**src/rtl/edf_irq_receiver.sv**
```systemverilog
// edf_irq_receiver: core-side endpoint of the EDF interrupt handshake with pending slot, nesting stack and latency statistic
module edf_irq_receiver #(
  parameter int NrIrqs = 4,
  parameter int MaxNest = 4,
  parameter int LatWidth = 16,
  localparam int IdWidth = $clog2(NrIrqs),
  localparam int DepthWidth = $clog2(MaxNest + 1)
) (
  input  logic                  clk_i,
  input  logic                  rst_ni,
  input  logic                  irq_valid_i,
  input  logic [IdWidth-1:0]    irq_id_i,
  output logic                  irq_ready_o,
  input  logic                  mie_i,
  output logic                  core_irq_o,
  output logic [IdWidth-1:0]    core_irq_id_o,
  input  logic                  core_ack_i,
  input  logic                  core_done_i,
  output logic [DepthWidth-1:0] depth_o,
  output logic [IdWidth-1:0]    active_id_o,
  output logic [LatWidth-1:0]   lat_max_o,
  input  logic                  lat_clr_i,
  output logic                  err_o
);
  logic                  r_pend;
  logic [IdWidth-1:0]    r_pend_id;
  logic [DepthWidth-1:0] r_depth;
  logic [IdWidth-1:0]    r_stack [MaxNest];
  logic [LatWidth-1:0]   r_lat_cnt;
  logic [LatWidth-1:0]   r_lat_max;
  logic                  r_err;
  logic                  w_full;
  logic                  w_cap;
  logic                  w_push;
  logic                  w_pop;
  logic [DepthWidth-1:0] w_wr_idx;
  logic [DepthWidth-1:0] w_depth_nxt;
  logic [LatWidth-1:0]   w_lat_upd;
  logic [IdWidth-1:0]    w_active;

  assign w_full      = r_depth >= DepthWidth'(MaxNest);
  assign irq_ready_o = rst_ni & mie_i & ~r_pend & ~w_full;
  assign w_cap       = irq_valid_i & irq_ready_o;
  assign w_push      = core_ack_i & r_pend;
  assign w_pop       = core_done_i & (r_depth != '0);
  // a same-cycle pop frees the top slot, so the push overwrites it
  assign w_wr_idx    = w_pop ? r_depth - 1'b1 : r_depth;
  assign w_depth_nxt = r_depth + DepthWidth'(w_push) - DepthWidth'(w_pop);
  // a clear coinciding with a claim keeps the fresh sample
  assign w_lat_upd   = (lat_clr_i || r_lat_cnt > r_lat_max) ? r_lat_cnt : r_lat_max;

  assign core_irq_o    = r_pend;
  assign core_irq_id_o = r_pend_id;
  assign depth_o       = r_depth;
  assign active_id_o   = w_active;
  assign lat_max_o     = r_lat_max;
  assign err_o         = r_err;

  // top-of-stack select, 0 when nothing is in service
  always_comb begin
    w_active = '0;
    for (int i = 0; i < MaxNest; i++)
      if (r_depth == DepthWidth'(i + 1)) w_active = r_stack[i];
  end

  // pending slot: filled by the controller handshake, emptied by the hart claim
  always_ff @(posedge clk_i or negedge rst_ni) begin
    if (!rst_ni) begin
      r_pend    <= 1'b0;
      r_pend_id <= '0;
    end else if (w_cap) begin
      r_pend    <= 1'b1;
      r_pend_id <= irq_id_i;
    end else if (w_push) begin
      r_pend    <= 1'b0;
    end
  end

  // saturating capture-to-claim counter and sticky maximum
  always_ff @(posedge clk_i or negedge rst_ni) begin
    if (!rst_ni) begin
      r_lat_cnt <= '0;
      r_lat_max <= '0;
    end else begin
      r_lat_cnt <= w_cap ? '0 : (r_pend && r_lat_cnt != '1) ? r_lat_cnt + 1'b1 : r_lat_cnt;
      r_lat_max <= w_push ? w_lat_upd : lat_clr_i ? '0 : r_lat_max;
    end
  end

  // in-service stack with depth count
  always_ff @(posedge clk_i or negedge rst_ni) begin
    if (!rst_ni) begin
      r_depth <= '0;
      for (int i = 0; i < MaxNest; i++) r_stack[i] <= '0;
    end else begin
      r_depth <= w_depth_nxt;
      for (int i = 0; i < MaxNest; i++)
        if (w_push && w_wr_idx == DepthWidth'(i)) r_stack[i] <= r_pend_id;
    end
  end

  // protocol violation pulse: claim with nothing pending or completion with nothing in service
  always_ff @(posedge clk_i or negedge rst_ni) begin
    if (!rst_ni) r_err <= 1'b0;
    else r_err <= (core_ack_i & ~r_pend) | (core_done_i & (r_depth == '0));
  end
endmodule

```
**config.mk**
```make
export PLATFORM = sky130hd
export DESIGN_NAME = edf_irq_receiver
export DESIGN_NICKNAME = d
export VERILOG_FILES = /design/src/rtl/edf_irq_receiver.sv
export SDC_FILE = /design/constraint.sdc
export NUM_CORES = 1
export LEC_CHECK = 0
export CELL_PAD_IN_SITES_DETAIL_PLACEMENT = 0
export CELL_PAD_IN_SITES_GLOBAL_PLACEMENT = 1
export CORE_MARGIN = 4
export CORE_UTILIZATION = 31
export DETAILED_ROUTE_END_ITERATION = 12
export PLACE_DENSITY_LB_ADDON = 0.1
export RECOVER_POWER = 25
export SLEW_MARGIN = 20
export SYNTH_ARGS = -nofsm -noshare
export SYNTH_HDL_FRONTEND = slang
export SYNTH_SLANG_ARGS = --single-unit
```
**constraint.sdc**
```tcl
create_clock -name clk_i -period 3.34 [get_ports clk_i]
set_input_delay 0.501 -clock clk_i [delete_from_list [all_inputs] [get_ports clk_i]]
set_output_delay 0.501 -clock clk_i [all_outputs]
set_load 0.01 [all_outputs]
```
# Yosys cells after proc, flatten, opt, wreduce, memory -nomap -nowiden
# Index checks and enable logic that the tools add are counted.
[word_totals] ff_bits=47 latch_bits=0 mem_bits_rw=0 romBits=0 in_bits=9 wordCells=61 n_memories=0
[op_classes] add_sub_neg=4 multipliers=0 div_mod_pow=0 n_lt_le_gt_ge=2 n_eq_ne=9 shifts=0 n_mux=12 bitwise=11 n_reduce_logical=13
[op_table] operator="16-bit 2-to-1 mux" count=5
[op_table] operator="16-bit by 1-bit adder with 16-bit output (second input constant)" count=1
[op_table] operator="16-bit greater-than comparator" count=1
[op_table] operator="16-bit != test (second input constant)" count=1
[op_table] operator="3-bit by 2-bit == test with 1-bit output (second input constant)" count=4
[op_table] operator="1-bit bitwise AND" count=8
[op_table] operator="2-bit 2-to-1 mux" count=4
[op_table] operator="3-bit by 1-bit == test with 1-bit output (second input constant)" count=2
[op_table] operator="3-bit zero test" count=2
[op_table] operator="2-bit nonzero test" count=3
[op_table] operator="1-bit logical AND" count=5
[op_table] operator="3-bit by 1-bit adder with 3-bit output" count=1
[op_table] operator="3-bit == test (second input constant)" count=1
[op_table] operator="3-bit greater-or-equal comparator (second input constant)" count=1
[op_table] operator="3-bit 2-to-1 mux" count=1
[op_table] operator="3-bit nonzero test" count=1
[op_table] operator="3-bit by 1-bit subtractor with 3-bit output" count=1
[op_table] operator="3-bit by 1-bit subtractor with 3-bit output (second input constant)" count=1
[op_table] operator="1-bit 2-to-1 mux" count=2
[op_table] operator="2-bit by 1-bit != test with 1-bit output (second input constant)" count=1
[op_table] operator="1-bit NOT" count=2
[op_table] operator="2-bit AND reduction" count=1
[op_table] operator="1-bit logical OR" count=1
[op_table] operator="1-bit bitwise OR" count=1

# Depth between registers and ports, before layout
[logic_depth] ltp_word=5 mapped_depth=10 mapped_depth_nobuf=10

# Worst setup path before layout
# No wires, ideal clock.
[synth_timing] path_type="register to register" startpoint="register r_depth[1] (netlist: depth_o[1])" endpoint="register r_depth[2] (netlist: depth_o[2])" setup_ns=0.123 arrival_time_ns=2.259 required_ns=3.217 path_slack_ns=0.959 stages_incl_launch_ff=11 n_path_buf=0 period_less_slack_ns=2.381 cell_sequence="dfrtp_1 -> inv_1 -> ha_1 -> inv_1 -> o21ai_0 -> inv_1 -> ha_1 -> inv_1 -> ha_1 -> fa_1 -> xnor2_1"
[synth_between] elab_chain_cells=3
[synth_rtl] item="start, declared" line_no="27" text="logic [DepthWidth-1:0] r_depth;"
[synth_rtl] item="start signal, assigned" line_no="96" text="r_depth <= w_depth_nxt;"
[synth_rtl] item="parallel branches: the longest is 2 deep, another holds 3-bit by 1-bit adder with 3-bit output"
[synth_rtl] item="3-bit by 1-bit subtractor with 3-bit output (*)" line_no="48" text="assign w_depth_nxt = r_depth + DepthWidth'(w_push) - DepthWidth'(w_pop);"
[synth_rtl] item="net w_depth_nxt[2]" line_no="37" text="logic [DepthWidth-1:0] w_depth_nxt;"
# Mark *: on every way through the listed nets, which the timed path passes.
# A chain may end at the register's enable or synchronous reset.

# Worst setup path after layout
[layout_timing] startpoint="register r_depth[0] (netlist: depth_o[0])" endpoint="output port active_id_o[1]"
[layout_between] elab_chain_cells=5
[layout_rtl] item="3-bit by 1-bit == test with 1-bit output" line_no="63" text="if (r_depth == DepthWidth'(i + 1)) w_active = r_stack[i];"
[layout_rtl] item="2-bit 2-to-1 mux (3 in series)" line_no="63"
[layout_rtl] item="2-bit 2-to-1 mux (*)" line_no="63"
[layout_rtl] item="end, declared" line_no="20" text="output logic [IdWidth-1:0] active_id_o,"
# Every way passes the cells marked *; elsewhere a longest branch is shown, timed or not.

==> flow_results.xml <==
<?xml version="1.0" encoding="UTF-8"?>
<metrics>
  <group name="synthesis">
    <metric name="post_synth_instance_area" unit="um^2">2760</metric>
    <metric name="number_of_cells_produced_by_synthesis" unit="">276</metric>
    <metric name="ys_async_sr_fraction" unit="%">100</metric>
    <metric name="yosys-top-cells-area" unit="">sky130_fd_sc_hd__dfrtp_1 (43%), sky130_fd_sc_hd__ha_1 (11%), sky130_fd_sc_hd__mux2i_1 (6.5%)</metric>
    <metric name="synth-seq-area-share" unit="%">42.6</metric>
    <metric name="yosys_register_bits" unit="">47</metric>
    <metric name="mappedNetlistNets" unit="">310</metric>
    <metric name="synth.lib_cells_used.distinct" unit="">43</metric>
    <metric name="synth_top_cells_by_count" unit="">sky130_fd_sc_hd__dfrtp_1 (47), sky130_fd_sc_hd__nand2_1 (31), sky130_fd_sc_hd__inv_1 (29)</metric>
    <metric name="synth_largest_area_cell" unit="">sky130_fd_sc_hd__dfrtp_1</metric>
    <metric name="post-synth-top-area-fraction" unit="%">42.6</metric>
    <metric name="synth_enable_flop_cells" unit="">0</metric>
    <metric name="synthMostInstantiatedCell" unit="">sky130_fd_sc_hd__dfrtp_1</metric>
    <metric name="avgSynthCellArea" unit="um^2">10.0</metric>
    <metric name="synth-warning-count" unit="">0</metric>
    <metric name="synth-main-ff-cell" unit="">sky130_fd_sc_hd__dfrtp_1</metric>
  </group>
  <group name="global_route">
    <metric name="grt_util_all_layers" unit="%">13.8</metric>
    <metric name="grt_pass1_vias" unit="">2165</metric>
    <metric name="antenna_found_initial" unit="">0</metric>
    <metric name="grt_first_pass_wirelength" unit="um">11200</metric>
    <metric name="grt-ovfl-total" unit="">0</metric>
    <metric name="grt_max_degree" unit="">48</metric>
  </group>
  <group name="timing">
    <metric name="finalWorstPathRequiredPeriod" unit="ns">2.77</metric>
    <metric name="finalWorstSetupSlack" unit="ns">0.568</metric>
    <metric name="finalSetupTns" unit="ns">0</metric>
    <metric name="timing.max_slew.rel_slack" unit="%">16.8</metric>
    <metric name="fin_worst_skew" unit="ns">0.0142</metric>
    <metric name="report.final.hold_viol_count" unit="">0</metric>
    <metric name="final-setup-viol-count" unit="">0</metric>
    <metric name="worst-slew-pin-transition" unit="ns">1.25</metric>
    <metric name="number_of_pins_exceeding_their_max_slew_limit_in_the_final_report" unit="">0</metric>
    <metric name="fin_crit_sh" unit="%">83.0</metric>
    <metric name="rsz0062_at_grt" unit="">no</metric>
    <metric name="clock.fmax" unit="GHz">0.361</metric>
    <metric name="fin_worst_hold_slack" unit="ns">0.516</metric>
  </group>
  <group name="placement">
    <metric name="io_buffers" unit="">34</metric>
    <metric name="detailedPlace.worstSlack" unit="ns">0.785</metric>
    <metric name="place_congestion" unit="">0.694</metric>
    <metric name="placed_wire_length_estimate_after_detailed_placement" unit="um">4900</metric>
  </group>
  <group name="critical_path">
    <metric name="critPathBufInv" unit="">2</metric>
    <metric name="cp-start-kind" unit="">flop</metric>
    <metric name="cp_data_arrival_time" unit="ns">2.27</metric>
    <metric name="critical-path-top-cell-by-count" unit="">sky130_fd_sc_hd__a21oi_1</metric>
    <metric name="worst_path_dominant_cell_family" unit="">buffers and inverters</metric>
    <metric name="worstPathRequired" unit="ns">2.84</metric>
    <metric name="r2r_slack" unit="ns">0.81</metric>
    <metric name="critical_path.endpoint_type" unit="">primary output</metric>
    <metric name="timing_worst_setup_path_type" unit="">reg -&gt; out</metric>
    <metric name="cp_slowest_stage_delay" unit="ns">0.56</metric>
    <metric name="crit_path_top_delay_cell" unit="">sky130_fd_sc_hd__clkdlybuf4s50_1</metric>
    <metric name="cell_chain_critical_path" unit="">inv_1 &gt; ha_1 &gt; nand3b_1 &gt; a21oi_1 &gt; a21oi_1 &gt; o21ai_0 &gt; clkdlybuf4s50_1</metric>
    <metric name="worst-path-max-fanout" unit="">6</metric>
  </group>
  <group name="finish">
    <metric name="fin_util" unit="%">38.2</metric>
    <metric name="insertedDiodeCount" unit="">0</metric>
    <metric name="ff_latch_area" unit="um^2">1180</metric>
    <metric name="fillers" unit="">912</metric>
    <metric name="ratio_of_cells_with_drive_above_1_in_the_final_layout" unit="%">7.94</metric>
    <metric name="layout_stage_area_growth_over_the_synthesis_result" unit="%">20.1</metric>
    <metric name="design.final.nets" unit="">348</metric>
    <metric name="multiInputGateArea" unit="um^2">1440</metric>
  </group>
  <group name="detailed_routing">
    <metric name="final_antenna_net_count" unit="">0</metric>
    <metric name="drc_errors" unit="">0</metric>
    <metric name="first_iter_violations" unit="">60</metric>
    <metric name="routed_via_density" unit="">4.95</metric>
    <metric name="wirelength" unit="um">6620</metric>
    <metric name="num_vias" unit="">2094</metric>
    <metric name="wl_per_cell" unit="um">15.6</metric>
    <metric name="detailedRoute.firstPassIterationCount" unit="">4</metric>
  </group>
  <group name="die">
    <metric name="pin_count" unit="">35</metric>
    <metric name="fp.dieW" unit="um">102</metric>
    <metric name="dieArea" unit="um^2">10500</metric>
    <metric name="floorplan.die.height" unit="um">102</metric>
    <metric name="initial_standard_cell_utilization_of_the_core" unit="%">31.8</metric>
    <metric name="coreArea" unit="um^2">8680</metric>
    <metric name="placementRows" unit="">34</metric>
  </group>
  <group name="power">
    <metric name="power_density" unit="nW/um^2">666</metric>
    <metric name="peak_ir_drop_on_the_vdd_network" unit="uV">209</metric>
    <metric name="power.total" unit="uW">2210</metric>
    <metric name="static_leak" unit="uW">0.00148</metric>
  </group>
  <group name="clock_tree">
    <metric name="ctsRootBufferMaster" unit="">sky130_fd_sc_hd__clkbuf_8</metric>
    <metric name="cts-hold-fix-buffers" unit="">0</metric>
    <metric name="post_cts.resized_instances" unit="">0</metric>
    <metric name="tritoncts" unit="">built</metric>
    <metric name="clockBufferDepth" unit="">2</metric>
    <metric name="cts_inserted_buffers" unit="">5</metric>
    <metric name="clk_sinks" unit="">47</metric>
    <metric name="insertion_delay" unit="ns">0.31</metric>
    <metric name="cts_max_level" unit="">2</metric>
    <metric name="postCtsSetupRepairBufs" unit="">0</metric>
    <metric name="cts.reportedPaths.clkPinSlew" unit="ns">0.10</metric>
  </group>
  <group name="hold_path">
    <metric name="worstHoldPathType" unit="">reg -&gt; reg</metric>
  </group>
  <group name="run_status">
    <metric name="outcome" unit="">complete, no violations</metric>
  </group>
  <group name="job">
    <metric name="cap_viol_max_count" unit="">0</metric>
  </group>
</metrics>
## layout make-up
cell class	count	area share, %
Inverter	29	3.28
Clock inverter	1	0.264
Multi-Input combinational cell	193	43.4
Tap cell	108	4.08
Sequential cell	47	35.5
Timing Repair Buffer	38	10.9
Clock buffer	7	2.60
## cells by family after synthesis
family	synth area share, %
AOI/OAI and AO/OA	10.3
xor gates and xnor gates	3.17
buffers and inverters	5.26
adders and majority gates	11.6
and+or+nand+nor	16.4
DFF	42.6
muxes	10.6
## sequential cells by signal, summed over array words and instances, names as in the netlist
name and cells:
core_irq_id_o 2, core_irq_o 1, depth_o 3, err_o 1
lat_max_o 16, r_lat_cnt 16, r_stack 8
## layout by cell type, fill, tap and decap left out, types with 5 or more instances in the layout
cell,netlist,final
sky130_fd_sc_hd__mux2_2,10,10
sky130_fd_sc_hd__dfrtp_1,47,47
sky130_fd_sc_hd__xor2_1,9,9
sky130_fd_sc_hd__nand2_1,31,31
sky130_fd_sc_hd__nor3_1,5,5
sky130_fd_sc_hd__nand3_1,13,13
sky130_fd_sc_hd__nand4_1,10,10
sky130_fd_sc_hd__o211ai_1,5,5
sky130_fd_sc_hd__clkbuf_8,0,6
sky130_fd_sc_hd__nor2_1,11,11
sky130_fd_sc_hd__inv_1,29,29
sky130_fd_sc_hd__a21oi_1,9,9
sky130_fd_sc_hd__o21ai_0,11,11
sky130_fd_sc_hd__clkdlybuf4s50_1,0,33
sky130_fd_sc_hd__mux2i_1,18,18
sky130_fd_sc_hd__ha_1,24,24
## final timing paths
kind | start | end | cells after the start
worst max-delay path | depth_o[0] | active_id_o[1] | 7
worst min-delay path | r_stack[7] | r_stack[7] | 1
worst max register to register | depth_o[1] | depth_o[2] | 10
worst min register to register | r_stack[7] | r_stack[7] | 1
max in group asynchronous | rst_ni | r_lat_cnt[9] | 2
min in group asynchronous | rst_ni | err_o | 2
## report_power, final
group	switching, uW	total, uW	internal [uW]
sequential	166	855	688
combinational	508	978	469
clock	205	375	170
## routing by layer
metal	GRT usage, %	vias to the layer above	wire length (um)
li1	-	1047	-
met1	18.0	1007	3070
met2	23.4	33	3220
met3	2.46	7	245
met4	4.14	0	79
met5	0	-	0
## stage by stage
step,cell area [um^2],instances
after global routing,3320,423
after global placement,3220,415
after detailed placement,3220,415
after floorplan,2760,276
after CTS,3320,423
final,3320,423
Note: power is estimated with default switching activity, not from simulation.
